===== config.mk =====
export PLATFORM = sky130hd
export DESIGN_NAME = multi_timer
export DESIGN_NICKNAME = d
export VERILOG_FILES = /design/src/rtl/multi_timer.sv
export SDC_FILE = /design/constraint.sdc
export NUM_CORES = 1
export LEC_CHECK = 0
export ABC_AREA = 1
export BUFFER_PORTS_ARGS = -buffer_cell sky130_fd_sc_hd__buf_2
export CAP_MARGIN = 15
export CORE_MARGIN = 2
export CORE_UTILIZATION = 35
export DETAILED_ROUTE_END_ITERATION = 8
export PLACE_DENSITY = 0.66
export SKIP_LAST_GASP = 1
export SYNTH_ARGS = -nofsm -noshare
export SYNTH_HDL_FRONTEND = slang
export SYNTH_SLANG_ARGS = --single-unit

===== constraint.sdc =====
create_clock -name i_clk -period 1.42 [get_ports i_clk]
set_input_delay 0.284 -clock i_clk [delete_from_list [all_inputs] [get_ports i_clk]]
set_output_delay 0.284 -clock i_clk [all_outputs]
set_load 0.01 [all_outputs]

===== src/rtl/multi_timer.sv =====
// Multi-channel timer: per-channel one-shot/periodic counters with pause, clear and runtime period load.
// Optional sticky end-of-count interrupt enabled by defining MULTI_TIMER_IRQ_EN.
module multi_timer #(
    parameter int p_channels = 4,
    parameter int p_width    = 8,
    parameter int p_default  = 5
) (
    input  logic                          i_clk,
    input  logic                          i_rst,
    input  logic [p_channels-1:0]         i_start,
    input  logic [p_channels-1:0]         i_stop,
    input  logic [p_channels-1:0]         i_clear,
    input  logic [p_channels-1:0]         i_mode,
    input  logic                          i_load,
    input  logic [((p_channels > 1) ? $clog2(p_channels) : 1)-1:0] i_sel,
    input  logic [p_width-1:0]            i_period,
    input  logic [p_channels-1:0]         i_irq_clr,
    output logic [p_channels*p_width-1:0] o_time,
    output logic [p_channels-1:0]         o_end,
    output logic [p_channels-1:0]         o_busy,
    output logic                          o_irq
);
    localparam int sel_w = (p_channels > 1) ? $clog2(p_channels) : 1;

    typedef enum logic [1:0] {ST_IDLE, ST_RUN, ST_HOLD, ST_END} state_t;

    genvar gi;
    generate
        for (gi = 0; gi < p_channels; gi++) begin : g_chan
            state_t             state_reg, state_next;
            logic [p_width-1:0] count_reg, count_next;
            logic [p_width-1:0] period_reg;
            logic               load_hit;

            // An out-of-range i_sel matches no channel, so such writes vanish.
            assign load_hit = i_load && (i_sel == sel_w'(gi));

            always_ff @(posedge i_clk) begin
                if (i_rst) begin
                    state_reg  <= ST_IDLE;
                    count_reg  <= '0;
                    period_reg <= p_width'(p_default);
                end else begin
                    state_reg <= state_next;
                    count_reg <= count_next;
                    if (load_hit)
                        period_reg <= i_period;
                end
            end

            always_comb begin
                state_next = state_reg;
                count_next = count_reg;
                if (i_clear[gi]) begin
                    state_next = ST_IDLE;
                    count_next = '0;
                end else if (i_start[gi]) begin
                    state_next = ST_RUN;
                    count_next = '0;
                end else begin
                    unique case (state_reg)
                        ST_IDLE: ;
                        ST_RUN: begin
                            if (i_stop[gi]) begin
                                state_next = ST_HOLD;
                            end else if (count_reg >= period_reg) begin
                                // >= so a period shrunk below the count ends at once.
                                state_next = ST_END;
                                count_next = '0;
                            end else begin
                                count_next = count_reg + 1'b1;
                            end
                        end
                        ST_HOLD: begin
                            if (!i_stop[gi])
                                state_next = ST_RUN;
                        end
                        ST_END: begin
                            state_next = i_mode[gi] ? ST_RUN : ST_IDLE;
                            count_next = '0;
                        end
                    endcase
                end
            end

            assign o_time[gi*p_width +: p_width] = count_reg;
            assign o_end[gi]  = (state_reg == ST_END) && !i_clear[gi];
            assign o_busy[gi] = (state_reg != ST_IDLE);
        end
    endgenerate

`ifdef MULTI_TIMER_IRQ_EN
    logic [p_channels-1:0] flag_reg;

    // A fresh end pulse wins over a coincident clear.
    always_ff @(posedge i_clk) begin
        if (i_rst)
            flag_reg <= '0;
        else
            flag_reg <= o_end | (flag_reg & ~i_irq_clr);
    end

    assign o_irq = |flag_reg;
`else
    logic unused_irq_clr;
    assign unused_irq_clr = ^i_irq_clr;
    assign o_irq = 1'b0;
`endif

endmodule


## Word level (Yosys, flattened, before mapping)

Cells that the tools add are included.

| cells by class | value |
|---|---|
| add/sub/neg operators | 4 |
| magnitude comparators | 4 |
| equal/unequal tests | 35 |
| mux-type cells | 36 |
| reductions and logical operators | 49 |

Operators by type and width:

| cell | number |
|---|---|
| $mux W8 | 8 |
| $pmux W8 S2 | 4 |
| $add A8 B1 Y8 const B | 4 |
| $ge A8 B8 Y1 | 4 |
| $mux W2 | 12 |
| $ne A3 B3 Y1 const B | 8 |
| $pmux W2 S3 | 4 |
| $reduce_and A3 Y1 | 8 |
| $eq A2 B2 Y1 const B | 10 |
| $ne A2 B2 Y1 const B | 8 |
| $ne A4 B4 Y1 const B | 4 |
| $reduce_bool A2 Y1 | 8 |
| $reduce_bool A4 Y1 | 4 |
| $reduce_bool A3 Y1 | 4 |
| $reduce_or A3 Y1 | 4 |
| $eq A2 B1 Y1 const B | 5 |
| $logic_and A1 B1 Y1 | 8 |
| $mux W1 | 8 |
| $reduce_and A2 Y1 | 4 |
| $reduce_or A2 Y1 | 4 |
| $logic_not A1 Y1 | 4 |
| $logic_not A2 Y1 | 1 |

| word-level totals | value |
|---|---|
| register bits after elaboration | 72 |
| bits of input ports | 33 |
| output and inout port bits | 41 |
| word-level logic and storage cells | 144 |

## Longest topological paths before layout

Gate-level depths: netlist of the first run.

| logic depth | value |
|---|---|
| depth in word-level cells | 5 |
| gate-level depth with buffers | 12 |
| gate-level depth less buffers | 12 |

## Least setup slack after synthesis of the first run

OpenSTA, ideal clock, no wires.

| timing | value |
|---|---|
| path kind | register -> register |
| start point | register g_chan[2].count_reg[0] |
| end point | register g_chan[2].count_reg[0] |
| library setup time | 0.070 ns |
| data arrival time | 1.428 ns |
| data required time | 1.350 ns |
| path slack | -0.077 ns |
| stages on the path, launching flop included | 12 |
| buffers on the path | 0 |
| period minus slack after synthesis | 1.497 ns |
| cells stage by stage | dfxtp_1 inv_1 ha_1 nand2_1 nor2_1 nor2_1 nand2_1 nand2_1 nand2_1 o21ai_1 nand2_1 a21oi_1 |

| between the ends | value |
|---|---|
| cells in the longest elaborated chain, start to end | 4 |
| elaborated cells between the ends (all ways) | 5 |
| those cells by class | add/sub: 1; order compare: 1; mux: 3 |

Ends and longest elaborated chain:

| what | RTL line | RTL |
|---|---|---|
| start, declared | 31 | `logic [p_width-1:0] count_reg, count_next;` |
| start signal, assigned | 45 | `count_reg <= count_next;` |
| $add A8 B1 Y8 or $ge A8 B8 Y1 (tied branches) | 71, 66 |  |
| $mux W8 (*) | 66 | `end else if (count_reg >= period_reg) begin` |
| $mux W8 (*) | 64 | `if (i_stop[gi]) begin` |
| $pmux W8 S2 (*) | 61 | `unique case (state_reg)` |

Mark *: on every way between the ends. The rest lies on a longest branch, timed or not. The select of a mux whose other input is x is not followed.
A chain may end at the register's enable or synchronous reset.

## Worst setup path in the final report of the first run

| timing | value |
|---|---|
| start point | register g_chan[2].period_reg[3] |
| end point | register g_chan[2].count_reg[4] |

| between the ends | value |
|---|---|
| cells in the longest elaborated chain, start to end | 4 |

Ends and longest elaborated chain:

| what | RTL line | RTL |
|---|---|---|
| start, declared | 32 | `logic [p_width-1:0] period_reg;` |
| start signal, assigned | 42 | `period_reg <= p_width'(p_default);` |
| start signal, assigned | 47 | `period_reg <= i_period;` |
| $ge A8 B8 Y1 | 66 |  |
| $mux W8 | 66 |  |
| $mux W8 | 64 |  |
| $pmux W8 S2 | 61 |  |

No other way between the ends. The select of a mux whose other input is x is not followed.

==> flow_metrics.py, run 1 <==
metrics = {
    "synthesis": {
        "synthesized_instance_count": 621,
        "synth.top_cells.by_area": "sky130_fd_sc_hd__dfxtp_1 34%, sky130_fd_sc_hd__ha_1 14%, sky130_fd_sc_hd__nand2_1 10%, sky130_fd_sc_hd__inv_1 8.5%, sky130_fd_sc_hd__nor2_1 7.4%",
        "yosys.area.top_type_share": 0.335,
        "synth_seq_area_share": 0.335,
        "syn_nets": 702,
        "synth_warnings": 0,
        "syn-mean-instance-area_sq_um": 6.93,
        "synth.lib_cells_used.distinct": 33,
        "cell_accounting_for_the_most_synthesized_area": "sky130_fd_sc_hd__dfxtp_1",
        "synth.ff_latch_count": 72,
        "synthesized_cell_area_sq_mm": 0.00430,
    },
    "cells_and_area": {
        "layout.cell_area.non_filler_sq_mm": 0.00678,
        "area.growth.synth_to_final_pct": 57.5,
        "final_net_count": 884,
        "antenna-diode-count": 0,
        "fin_util": 0.564,
        "post_route_cells_drive_above_1_share": 0.503,
    },
    "critical_path": {
        "path_class": "reg2reg",
        "end_point_of_the_critical_path": "g_chan[2].count_reg[4]$_SDFFE_PP0P_",
        "required_time_at_the_worst_slack_endpoint_ns": 1.68,
        "cp_max_fo": 5,
        "end_kind": "flop",
        "ff2ff_setup_slack_ns": -0.09,
        "cp.arrival_ns": 1.77,
        "critPathLaunchType": "flop",
        "worst_r2r_endpoint": "g_chan[2].count_reg[4]$_SDFFE_PP0P_",
        "timing.critical_path.from": "g_chan[2].period_reg[3]$_SDFFE_PP0P_",
        "count_of_cells_along_the_worst_register_to_register_path": 12,
        "regToRegStartpoint": "g_chan[2].period_reg[3]$_SDFFE_PP0P_",
    },
    "placement": {
        "post-dp-hpwl_um": 7850,
        "globalplace.congestion": 0.819,
        "worst_setup_slack_after_placement_ns": -0.156,
        "placement.io_buffers": 68,
        "placedInstanceArea_sq_mm": 0.00553,
    },
    "status": {
        "violations_in_the_final_reports": "negative setup slack",
        "run_status": "finished with violations",
    },
    "timing": {
        "setup_viol": 31,
        "fmax_ghz": 0.663,
        "hold_violations": 0,
        "postLayoutSetupSlackWorst_ns": -0.0890,
        "period_share": 1.06,
        "normalized_max_slew_margin": 0.661,
        "fin_crit_ns": 1.51,
        "drv_slew": 0,
        "clock_tree_skew_after_final_layout_ns": 0.00536,
        "max_slew.worst_pin.slew_ns": 0.504,
        "rsz0062_at_grt": "yes",
        "finalHoldWorstSlack_ns": 0.213,
    },
    "detailed_routing": {
        "iteration_count_of_the_initial_detailed_routing_pass": 4,
        "route.final.wire_length_um": 11700,
        "detail_route.wl_per_cell_um": 12.2,
        "detail_route.drc_violations": 0,
        "ant_nets": 0,
        "via_count": 4457,
        "detailedRoute.firstIterationViolations": 170,
        "detail_route.vias_per_cell": 4.67,
    },
    "clocking": {
        "post_cts_hold_buffer_count": 0,
        "maximum_clock_path_buffer_count": 2,
        "worstSkewPairLatency_ns": 0.33,
        "cts_root_buffer": "sky130_fd_sc_hd__clkbuf_16",
        "clock_tree_from_tritoncts": "built",
        "cts.htree.levels": 3,
        "clk_transition_reported_paths_ns": 0.06,
        "clock_sinks": 72,
        "tritoncts.num_buffers": 9,
    },
    "floorplanning": {
        "fp.dieArea_sq_mm": 0.0132,
        "initial_utilization": 0.358,
        "chipHeight_um": 115,
        "ioPinCount": 74,
        "floorplan.die.width_um": 115,
        "core_region_area_sq_mm": 0.0120,
        "row_count": 40,
    },
    "power": {
        "total_leakage_power_uw": 0.00305,
        "finalPower_uw": 5010,
        "peakVddDrop_mv": 0.557,
        "powerDensity_mw_per_mm2": 739,
    },
    "global_route": {
        "initial_antenna_violation_count": 1,
        "grtUsageTotal": 0.171,
        "first_global_vias": 4297,
        "grt_first_pass_wirelength_um": 18500,
        "grt_start_max_net_pins": 24,
        "globalRouteOverflowTotal": 0,
    },
    "run": {
        "drv_cap": 0,
    },
    "worst_hold_path": {
        "hold-path-cell-count": 3,
        "min_from": "i_stop[1]",
        "holdCritPathClass": "in2reg",
    },
}
[cell usage after synthesis (all sizes together)]
| cell | number |
|---|---|
| o211ai | 5 |
| nand3 | 27 |
| o21ai | 40 |
| o22ai | 1 |
| o21bai | 2 |
| o31ai | 2 |
| a31o | 1 |
| a21boi | 1 |
| clkbuf | 8 |
| nand2 | 120 |
| o21a | 2 |
| ha | 48 |
| or2 | 1 |
| dfxtp | 72 |
| nor2 | 86 |
| inv | 111 |
| xor2 | 12 |
| nand4 | 11 |
| buf | 1 |
| a21o | 3 |
| nor3 | 9 |
| conb | 1 |
| a21oi | 57 |
[final cells by class]
cell class,instances,area [sq um]
timing repair buffer,180,1240
sequential,72,1510
fill,1083,5240
tap,147,184
clock inverter,4,45.0
multi-input combinational,429,3120
clock buffer,11,243
inverter,111,439
[cells in the final DEF (no fill, tap or decap), types with 29 or more instances in the layout]
| master | count |
|---|---|
| sky130_fd_sc_hd__buf_4 | 103 |
| sky130_fd_sc_hd__nand2_1 | 90 |
| sky130_fd_sc_hd__buf_2 | 66 |
| sky130_fd_sc_hd__inv_1 | 64 |
| sky130_fd_sc_hd__nor2_1 | 63 |
| sky130_fd_sc_hd__a21oi_1 | 44 |
| sky130_fd_sc_hd__inv_2 | 38 |
| sky130_fd_sc_hd__dfxtp_2 | 38 |
| sky130_fd_sc_hd__ha_4 | 32 |
| sky130_fd_sc_hd__dfxtp_1 | 29 |
[power breakdown]
part / total (uW) / switching (uW) / internal [uW] / leakage (uW)
clock network: 2220 / 832 / 1390 / 0.000145
registers: 2110 / 35.2 / 2080 / 0.000603
logic: 675 / 367 / 307 / 0.00231
[worst min path at each step]
stage / to / slack [ns]
6_report: g_chan[1].state_reg[1]$_SDFFE_PP0P_ / 0.21
5_1_grt: g_chan[1].state_reg[1]$_SDFFE_PP0P_ / 0.21
4_1_cts: g_chan[1].state_reg[1]$_SDFFE_PP0P_ / 0.20
3_5_place_dp: g_chan[2].period_reg[4]$_SDFFE_PP0P_ / 0.46
3_3_place_gp: g_chan[1].period_reg[1]$_SDFFE_PP0P_ / 0.45
2_1_floorplan: g_chan[1].state_reg[1]$_SDFFE_PP0P_ / 0.40
[worst max-delay path: stages (launching register included)]
cell	delay [ns]
sky130_fd_sc_hd__dfxtp_2	0.31
sky130_fd_sc_hd__inv_2	0.07
sky130_fd_sc_hd__ha_4	0.21
sky130_fd_sc_hd__nand2_2	0.05
sky130_fd_sc_hd__nand2_1	0.04
sky130_fd_sc_hd__nor2_1	0.09
sky130_fd_sc_hd__nand2_1	0.07
sky130_fd_sc_hd__nand2_2	0.09
sky130_fd_sc_hd__buf_4	0.12
sky130_fd_sc_hd__nand2_2	0.04
sky130_fd_sc_hd__o21ai_2	0.13
sky130_fd_sc_hd__nand2_2	0.11
sky130_fd_sc_hd__nor2_1	0.12
[layer usage]
metal  vias up  track usage  routed length (um)
li1       2355            -                   -
met1      2005        0.214                5310
met2        77        0.298                5770
met3        20       0.0322                 397
met4         0       0.0522                 188
met5         -            0                   0
[per-stage QoR]
| step | std cells | TNS, ns |
|---|---|---|
| global placement | 917 | -2.94 |
| CTS | 941 | -1.30 |
| finish | 954 | -1.09 |
| floorplan | 621 | -0.0133 |
| detailed placement | 917 | -3.65 |
| global route | 954 | -4.62 |
[timing repair]
action                     4_1_cts  5_1_grt
setup buffers                   11       14
cloned                           0        0
pin swaps                       41       63
gates resized for setup        117       95
setup endpoints to repair       46       45
[logic make-up (layout without fill, tap and decap cells)]
group                    Yosys count  count (layout)  synth area share
AND/OR/NAND/NOR                  254             254             0.248
buffers and inverters            120             306             0.106
adder cells (fa/ha/maj)           48              48             0.140
XOR/XNOR                          12              12            0.0244
flip-flops                        72              72             0.335
other                              1               1          0.000872
AO/OA/AOI/OAI                    114             114             0.147
Power figures use the tool's default switching activity.
==> inputs of run 2 (changes only) <==
--- a/config.mk
+++ b/config.mk
@@ -12,6 +12,7 @@
 export CORE_UTILIZATION = 35
 export DETAILED_ROUTE_END_ITERATION = 8
 export PLACE_DENSITY = 0.66
+export REMOVE_ABC_BUFFERS = 1
 export SKIP_LAST_GASP = 1
 export SYNTH_ARGS = -nofsm -noshare
 export SYNTH_HDL_FRONTEND = slang
==> flow_metrics.py, run 2 (synthesis gave the netlist of run 1 again) <==
metrics = {
    "detailed_routing": {
        "detail_route.drc_violations": 0,
        "iteration_count_of_the_initial_detailed_routing_pass": 7,
        "detail_route.vias_per_cell": 4.72,
        "detail_route.wl_per_cell_um": 12.2,
        "via_count": 4472,
        "detailedRoute.firstIterationViolations": 188,
        "route.final.wire_length_um": 11600,
        "ant_nets": 0,
    },
    "timing": {
        "hold_violations": 0,
        "postLayoutSetupSlackWorst_ns": -0.101,
        "period_share": 1.07,
        "drv_slew": 0,
        "fmax_ghz": 0.658,
        "fin_crit_ns": 1.52,
        "tns_ns": -1.65,
        "rsz0062_at_grt": "yes",
        "clock_tree_skew_after_final_layout_ns": 0.00537,
        "setup_viol": 36,
    },
    "power": {
        "cell_internal_pwr_uw": 3960,
        "power.share.sequential": 0.406,
        "peakVddDrop_mv": 0.550,
        "net-switching-power_uw": 1230,
        "combPwrFrac": 0.129,
        "clkPwrFrac": 0.464,
        "total_leakage_power_uw": 0.00304,
        "netSwitchingFraction": 0.237,
        "powerDensity_mw_per_mm2": 771,
    },
    "run": {
        "drv_cap": 0,
    },
    "floorplanning": {
        "core_region_area_sq_mm": 0.0120,
        "chipHeight_um": 115,
        "fp.dieArea_sq_mm": 0.0132,
        "initial_utilization": 0.358,
        "floorplan.die.width_um": 115,
        "ioPinCount": 74,
        "row_count": 40,
    },
    "critical_path": {
        "cp_max_stage_cell": "sky130_fd_sc_hd__dfxtp_2",
        "required_time_at_the_worst_slack_endpoint_ns": 1.67,
        "critPathLaunchType": "flop",
        "timing.critical_path.max_delay_family": "simple AND/OR/NAND/NOR gates",
        "cp_slowest_stage_delay_ns": 0.32,
        "critical_path.cell_chain": "inv_2 > ha_4 > nand2_4 > nor2_4 > nor2_2 > nand2_1 > nand2_2 > buf_6 > nand4_1 > nand3_2 > a21oi_2",
        "end_kind": "flop",
        "cp.arrival_ns": 1.77,
        "cp.buffers_inverters": 2,
        "cp_max_fo": 4,
        "path_class": "reg2reg",
    },
    "cells_and_area": {
        "post_route_cells_drive_above_1_share": 0.479,
        "area.growth.synth_to_final_pct": 56.5,
        "antenna-diode-count": 0,
        "most_used_cells_in_the_layout_excluding_fill_and_tap_cells": "93 x sky130_fd_sc_hd__buf_4, 92 x sky130_fd_sc_hd__nand2_1, 66 x sky130_fd_sc_hd__inv_1",
        "layout.cells.most_common": "sky130_fd_sc_hd__buf_4",
        "layout.cell_area.non_filler_sq_mm": 0.00673,
        "final_net_count": 877,
        "layout.filler_cells": 1099,
    },
    "global_route": {
        "met3_track_usage_gr": 0.0374,
        "initial_antenna_violation_count": 0,
        "grt_busiest_layer": "met2",
        "grt_first_pass_wirelength_um": 18800,
        "grt_start_max_net_pins": 16,
        "globalRouteOverflowTotal": 0,
        "first_global_vias": 4260,
        "met1_usage": 0.211,
        "grtUsageTotal": 0.174,
        "grt.met2_usage": 0.315,
    },
    "status": {
        "violations_in_the_final_reports": "negative setup slack",
        "run_status": "finished with violations",
    },
    "placement": {
        "placement.io_buffers": 68,
        "placedInstanceArea_sq_mm": 0.00545,
        "post-dp-hpwl_um": 7910,
        "globalplace.congestion": 0.828,
        "worst_setup_slack_after_placement_ns": -0.188,
    },
    "worst_hold_path": {
        "holdCritPathClass": "in2reg",
    },
    "clocking": {
        "cts_root_buffer": "sky130_fd_sc_hd__clkbuf_16",
        "post_cts_hold_buffer_count": 0,
        "cts.htree.levels": 3,
        "clock_tree_from_tritoncts": "built",
        "maximum_clock_path_buffer_count": 2,
        "clock_sinks": 72,
        "worstSkewPairLatency_ns": 0.33,
        "clk_transition_reported_paths_ns": 0.05,
        "tritoncts.num_buffers": 9,
    },
}
==> run 2: worst min-delay path, stage by stage <==
cell                      delay, ns
sky130_fd_sc_hd__buf_2         0.12
sky130_fd_sc_hd__o21ai_2       0.06
sky130_fd_sc_hd__inv_1         0.04
==> run 2: layout make-up <==
class	count	area, sq um	area share
tap	147	184	0.0273
sequential	72	1500	0.223
multi-input combinational	429	3090	0.459
clock inverter	3	65.1	0.00966
clock buffer	13	250	0.0372
timing repair buffer	173	1200	0.178
inverter	111	437	0.0648
==> run 2: through the flow <==
stage	total power [uW]	utilization	cells	hold slack (ns)
detailed placement	2650	0.454	914	0.448
finish	5190	0.561	948	0.201
global route	5410	0.561	948	0.215
CTS	5130	0.528	942	0.205
floorplan	2420	-	612	0.384
global placement	2640	0.454	914	0.446
==> run 2: path summary, 6_finish.rpt <==
check        slack [ns]  cells past startpoint                                   end                                 start
max               -0.10                     11   g_chan[2].state_reg[0]$_SDFFE_PP0P_  g_chan[2].period_reg[3]$_SDFFE_PP0P_
max reg2reg       -0.10                     11   g_chan[2].state_reg[0]$_SDFFE_PP0P_  g_chan[2].period_reg[3]$_SDFFE_PP0P_
min                0.20                      3   g_chan[1].state_reg[1]$_SDFFE_PP0P_                             i_stop[1]
min reg2reg        0.45                      2  g_chan[2].period_reg[4]$_SDFFE_PP0P_  g_chan[2].period_reg[4]$_SDFFE_PP0P_
==> run 2: layer usage <==
layer	part of all wire	up-vias
met2	0.51	65
met5	0	-
li1	-	2346
met4	0.011	0
met3	0.038	15
met1	0.44	2046
==> run 2: power by group through the flow <==
stage	clock network [uW]	logic (uW)	registers, uW
global placement	0	503	2140
CTS	2440	587	2100
global route	2550	748	2120
detailed placement	0	509	2140
floorplan	0	285	2140
finish	2410	672	2110
==> run 2: what timing repair did <==
action	4_1_cts	5_1_grt
buffers inserted	13	6
pin swaps	50	60
resized for setup	126	102
endpoints found under the setup margin	45	46
==> inputs of run 3 (changes only) <==
--- a/config.mk
+++ b/config.mk
@@ -5,14 +5,13 @@
 export SDC_FILE = /design/constraint.sdc
 export NUM_CORES = 1
 export LEC_CHECK = 0
-export ABC_AREA = 1
 export BUFFER_PORTS_ARGS = -buffer_cell sky130_fd_sc_hd__buf_2
 export CAP_MARGIN = 15
 export CORE_MARGIN = 2
 export CORE_UTILIZATION = 35
 export DETAILED_ROUTE_END_ITERATION = 8
+export HOLD_SLACK_MARGIN = 0.03
 export PLACE_DENSITY = 0.66
-export REMOVE_ABC_BUFFERS = 1
 export SKIP_LAST_GASP = 1
 export SYNTH_ARGS = -nofsm -noshare
 export SYNTH_HDL_FRONTEND = slang
==> flow_metrics.py, run 3 <==
metrics = {
    "status": {
        "run_status": "finished with violations",
        "violations_in_the_final_reports": "negative setup slack",
    },
    "synthesis": {
        "dominantRegCellSynth": "sky130_fd_sc_hd__dfxtp_1",
        "async_flop_share": 0,
        "synth-compound-area-share": 0.161,
        "syn-mean-instance-area_sq_um": 7.75,
        "synth_top_family_by_area": "simple AND/OR/NAND/NOR gates",
        "yosys.area.top_type_share": 0.339,
        "syn_nets": 629,
        "post_synth_fa_ha_maj_area_fraction": 0.141,
        "synth-edff-count": 0,
        "synthesized_instance_count": 548,
        "yosysMostFrequentCell": "sky130_fd_sc_hd__nand2_1",
        "cell_accounting_for_the_most_synthesized_area": "sky130_fd_sc_hd__dfxtp_1",
        "synth.top_cells.by_area": "sky130_fd_sc_hd__dfxtp_1 34%, sky130_fd_sc_hd__ha_1 14%, sky130_fd_sc_hd__nand2_1 7.8%, sky130_fd_sc_hd__a21oi_1 5.9%, sky130_fd_sc_hd__nor2_1 5.4%",
        "synthesized_cell_area_sq_mm": 0.00425,
        "ys_top_cells_by_count": "88 x sky130_fd_sc_hd__nand2_1, 72 x sky130_fd_sc_hd__dfxtp_1, 61 x sky130_fd_sc_hd__nor2_1",
        "synth.ff_latch_count": 72,
        "synth_simple_gate_area_frac": 0.274,
        "synth.lib_cells_used.distinct": 50,
        "synth_seq_area_share": 0.339,
        "muxShareOfSynthArea": 0.00707,
        "synth_warnings": 0,
        "post_synth_xor_area_fraction": 0.0227,
    },
    "timing": {
        "rsz0062_at_grt": "yes",
        "setup_viol": 44,
        "fmax_ghz": 0.500,
        "drv_slew": 0,
        "normalized_max_slew_margin": 0.645,
        "period_share": 1.41,
        "finalHoldWorstSlack_ns": 0.155,
        "max_slew.worst_pin.slew_ns": 0.519,
        "postLayoutSetupSlackWorst_ns": -0.579,
        "clock_tree_skew_after_final_layout_ns": 0.00728,
        "hold_violations": 0,
        "fin_crit_ns": 2.00,
    },
    "power": {
        "powerDensity_mw_per_mm2": 761,
        "finalPower_uw": 4980,
        "peakVddDrop_mv": 0.421,
        "total_leakage_power_uw": 0.00274,
    },
    "clocking": {
        "maximum_clock_path_buffer_count": 2,
        "cts_root_buffer": "sky130_fd_sc_hd__clkbuf_16",
        "post_cts_hold_buffer_count": 0,
        "tritoncts.num_buffers": 9,
        "cts.htree.levels": 3,
        "clk_transition_reported_paths_ns": 0.06,
        "clock_tree_from_tritoncts": "built",
        "worstSkewPairLatency_ns": 0.34,
        "clock_sinks": 72,
    },
    "placement": {
        "post-dp-hpwl_um": 8540,
        "globalplace.congestion": 0.845,
        "placedInstanceArea_sq_mm": 0.00562,
        "placement.io_buffers": 68,
    },
    "global_route": {
        "grtUsageTotal": 0.182,
        "grt_start_max_net_pins": 18,
        "globalRouteOverflowTotal": 0,
        "first_global_vias": 4316,
        "grt_first_pass_wirelength_um": 19400,
        "initial_antenna_violation_count": 0,
    },
    "critical_path": {
        "path_class": "reg2reg",
        "critPathLaunchType": "flop",
        "timing.critical_path.from": "g_chan[1].count_reg[0]$_SDFFE_PP0P_",
        "regToRegStartpoint": "g_chan[1].count_reg[0]$_SDFFE_PP0P_",
        "cp.arrival_ns": 2.26,
        "cp_max_fo": 3,
        "end_kind": "flop",
        "required_time_at_the_worst_slack_endpoint_ns": 1.68,
    },
    "detailed_routing": {
        "detailedRoute.firstIterationViolations": 186,
        "ant_nets": 0,
        "detail_route.wl_per_cell_um": 13.8,
        "detail_route.drc_violations": 0,
        "via_count": 4375,
        "route.final.wire_length_um": 12000,
        "iteration_count_of_the_initial_detailed_routing_pass": 4,
        "detail_route.vias_per_cell": 5.03,
    },
    "worst_hold_path": {
        "min_from": "i_clear[1]",
        "holdCritPathClass": "in2reg",
    },
    "cells_and_area": {
        "post_route_cells_drive_above_1_share": 0.451,
        "area.growth.synth_to_final_pct": 54.0,
        "fin_util": 0.549,
        "layout.cell_area.non_filler_sq_mm": 0.00654,
        "final_net_count": 797,
        "layout.cells.most_common": "sky130_fd_sc_hd__buf_4",
        "most_used_cells_in_the_layout_excluding_fill_and_tap_cells": "86 x sky130_fd_sc_hd__buf_4, 83 x sky130_fd_sc_hd__nand2_1, 64 x sky130_fd_sc_hd__buf_2",
    },
    "floorplanning": {
        "initial_utilization": 0.357,
        "floorplan.die.width_um": 114,
        "ioPinCount": 74,
        "chipHeight_um": 114,
        "row_count": 40,
        "core_region_area_sq_mm": 0.0119,
        "fp.dieArea_sq_mm": 0.0130,
    },
    "run": {
        "drv_cap": 0,
    },
}
## run 3: cell types whose count changed after synthesis, moves of 12 or more
cell / previous run / this run
sky130_fd_sc_hd__inv_1: 97 / 44
sky130_fd_sc_hd__nor2_1: 85 / 61
sky130_fd_sc_hd__nand3_1: 27 / 15
sky130_fd_sc_hd__nand2_1: 117 / 88
sky130_fd_sc_hd__o21ai_1: 21 / 0
sky130_fd_sc_hd__inv_2: 14 / 0
sky130_fd_sc_hd__nand3b_1: 0 / 14
## run 3: final cells by class
cell class	count	area (sq um)
fillers	1068	5370
multi-input cells	416	3140
flip-flops and latches	72	1520
repair buffers	173	1220
clock buffers	9	225
well taps	147	184
inverters	44	175
clock inverters	7	71.3
diodes	1	2.50
## run 3: metal layers
layer	routed length (um)	GRT usage
met1	5240	0.210
met2	6170	0.329
met3	434	0.0392
met4	177	0.0707
met5	0	0
## run 3: metrics by stage
step	instances	setup TNS, ns	setup WS, ns
global placement	832	-12.68	-0.597
global route	868	-18.57	-0.646
detailed placement	832	-14.21	-0.653
finish	869	-14.73	-0.579
floorplan	548	-7.99	-0.590
CTS	861	-13.08	-0.621
## run 3: worst max-delay path: stages (launching register included)
cell and delay (ns):
sky130_fd_sc_hd__dfxtp_4 0.34, sky130_fd_sc_hd__inv_2 0.06, sky130_fd_sc_hd__ha_4 0.18, sky130_fd_sc_hd__nand2b_4 0.14
sky130_fd_sc_hd__a2111oi_4 0.30, sky130_fd_sc_hd__nor4_2 0.10, sky130_fd_sc_hd__or3_4 0.35, sky130_fd_sc_hd__or3_4 0.34
sky130_fd_sc_hd__a21oi_2 0.12
## run 3: path summary, 6_finish.rpt
kind	slack (ns)	end	depth (start not counted)
max	-0.58	g_chan[1].count_reg[0]$_SDFFE_PP0P_	8
min	0.15	g_chan[1].state_reg[0]$_SDFFE_PP0P_	2
max reg2reg	-0.58	g_chan[1].count_reg[0]$_SDFFE_PP0P_	8
min reg2reg	0.45	g_chan[1].period_reg[7]$_SDFFE_PP0P_	2
## run 3: timing repair
item / 4_1_cts / 5_1_grt
setup buffers: 14 / 11
pin swaps: 27 / 34
gates resized for setup: 64 / 58
endpoints found under the setup margin: 46 / 46
## run 3: where the power goes
group,leakage [uW],switching (uW),internal [uW]
registers,0.000603,28.2,2050
clock network,0.000139,904,1360
logic,0.00200,334,304
## run 3: kinds of logic (layout without fill, tap and decap cells)
logic type,after synthesis,in the layout
adder cells (fa/ha/maj),48,48
flip-flops,72,72
AO/OA/AOI/OAI,110,110
AND/OR/NAND/NOR,243,243
buffers and inverters,60,233
other,1,2
multiplexers,3,3
XOR/XNOR,11,11
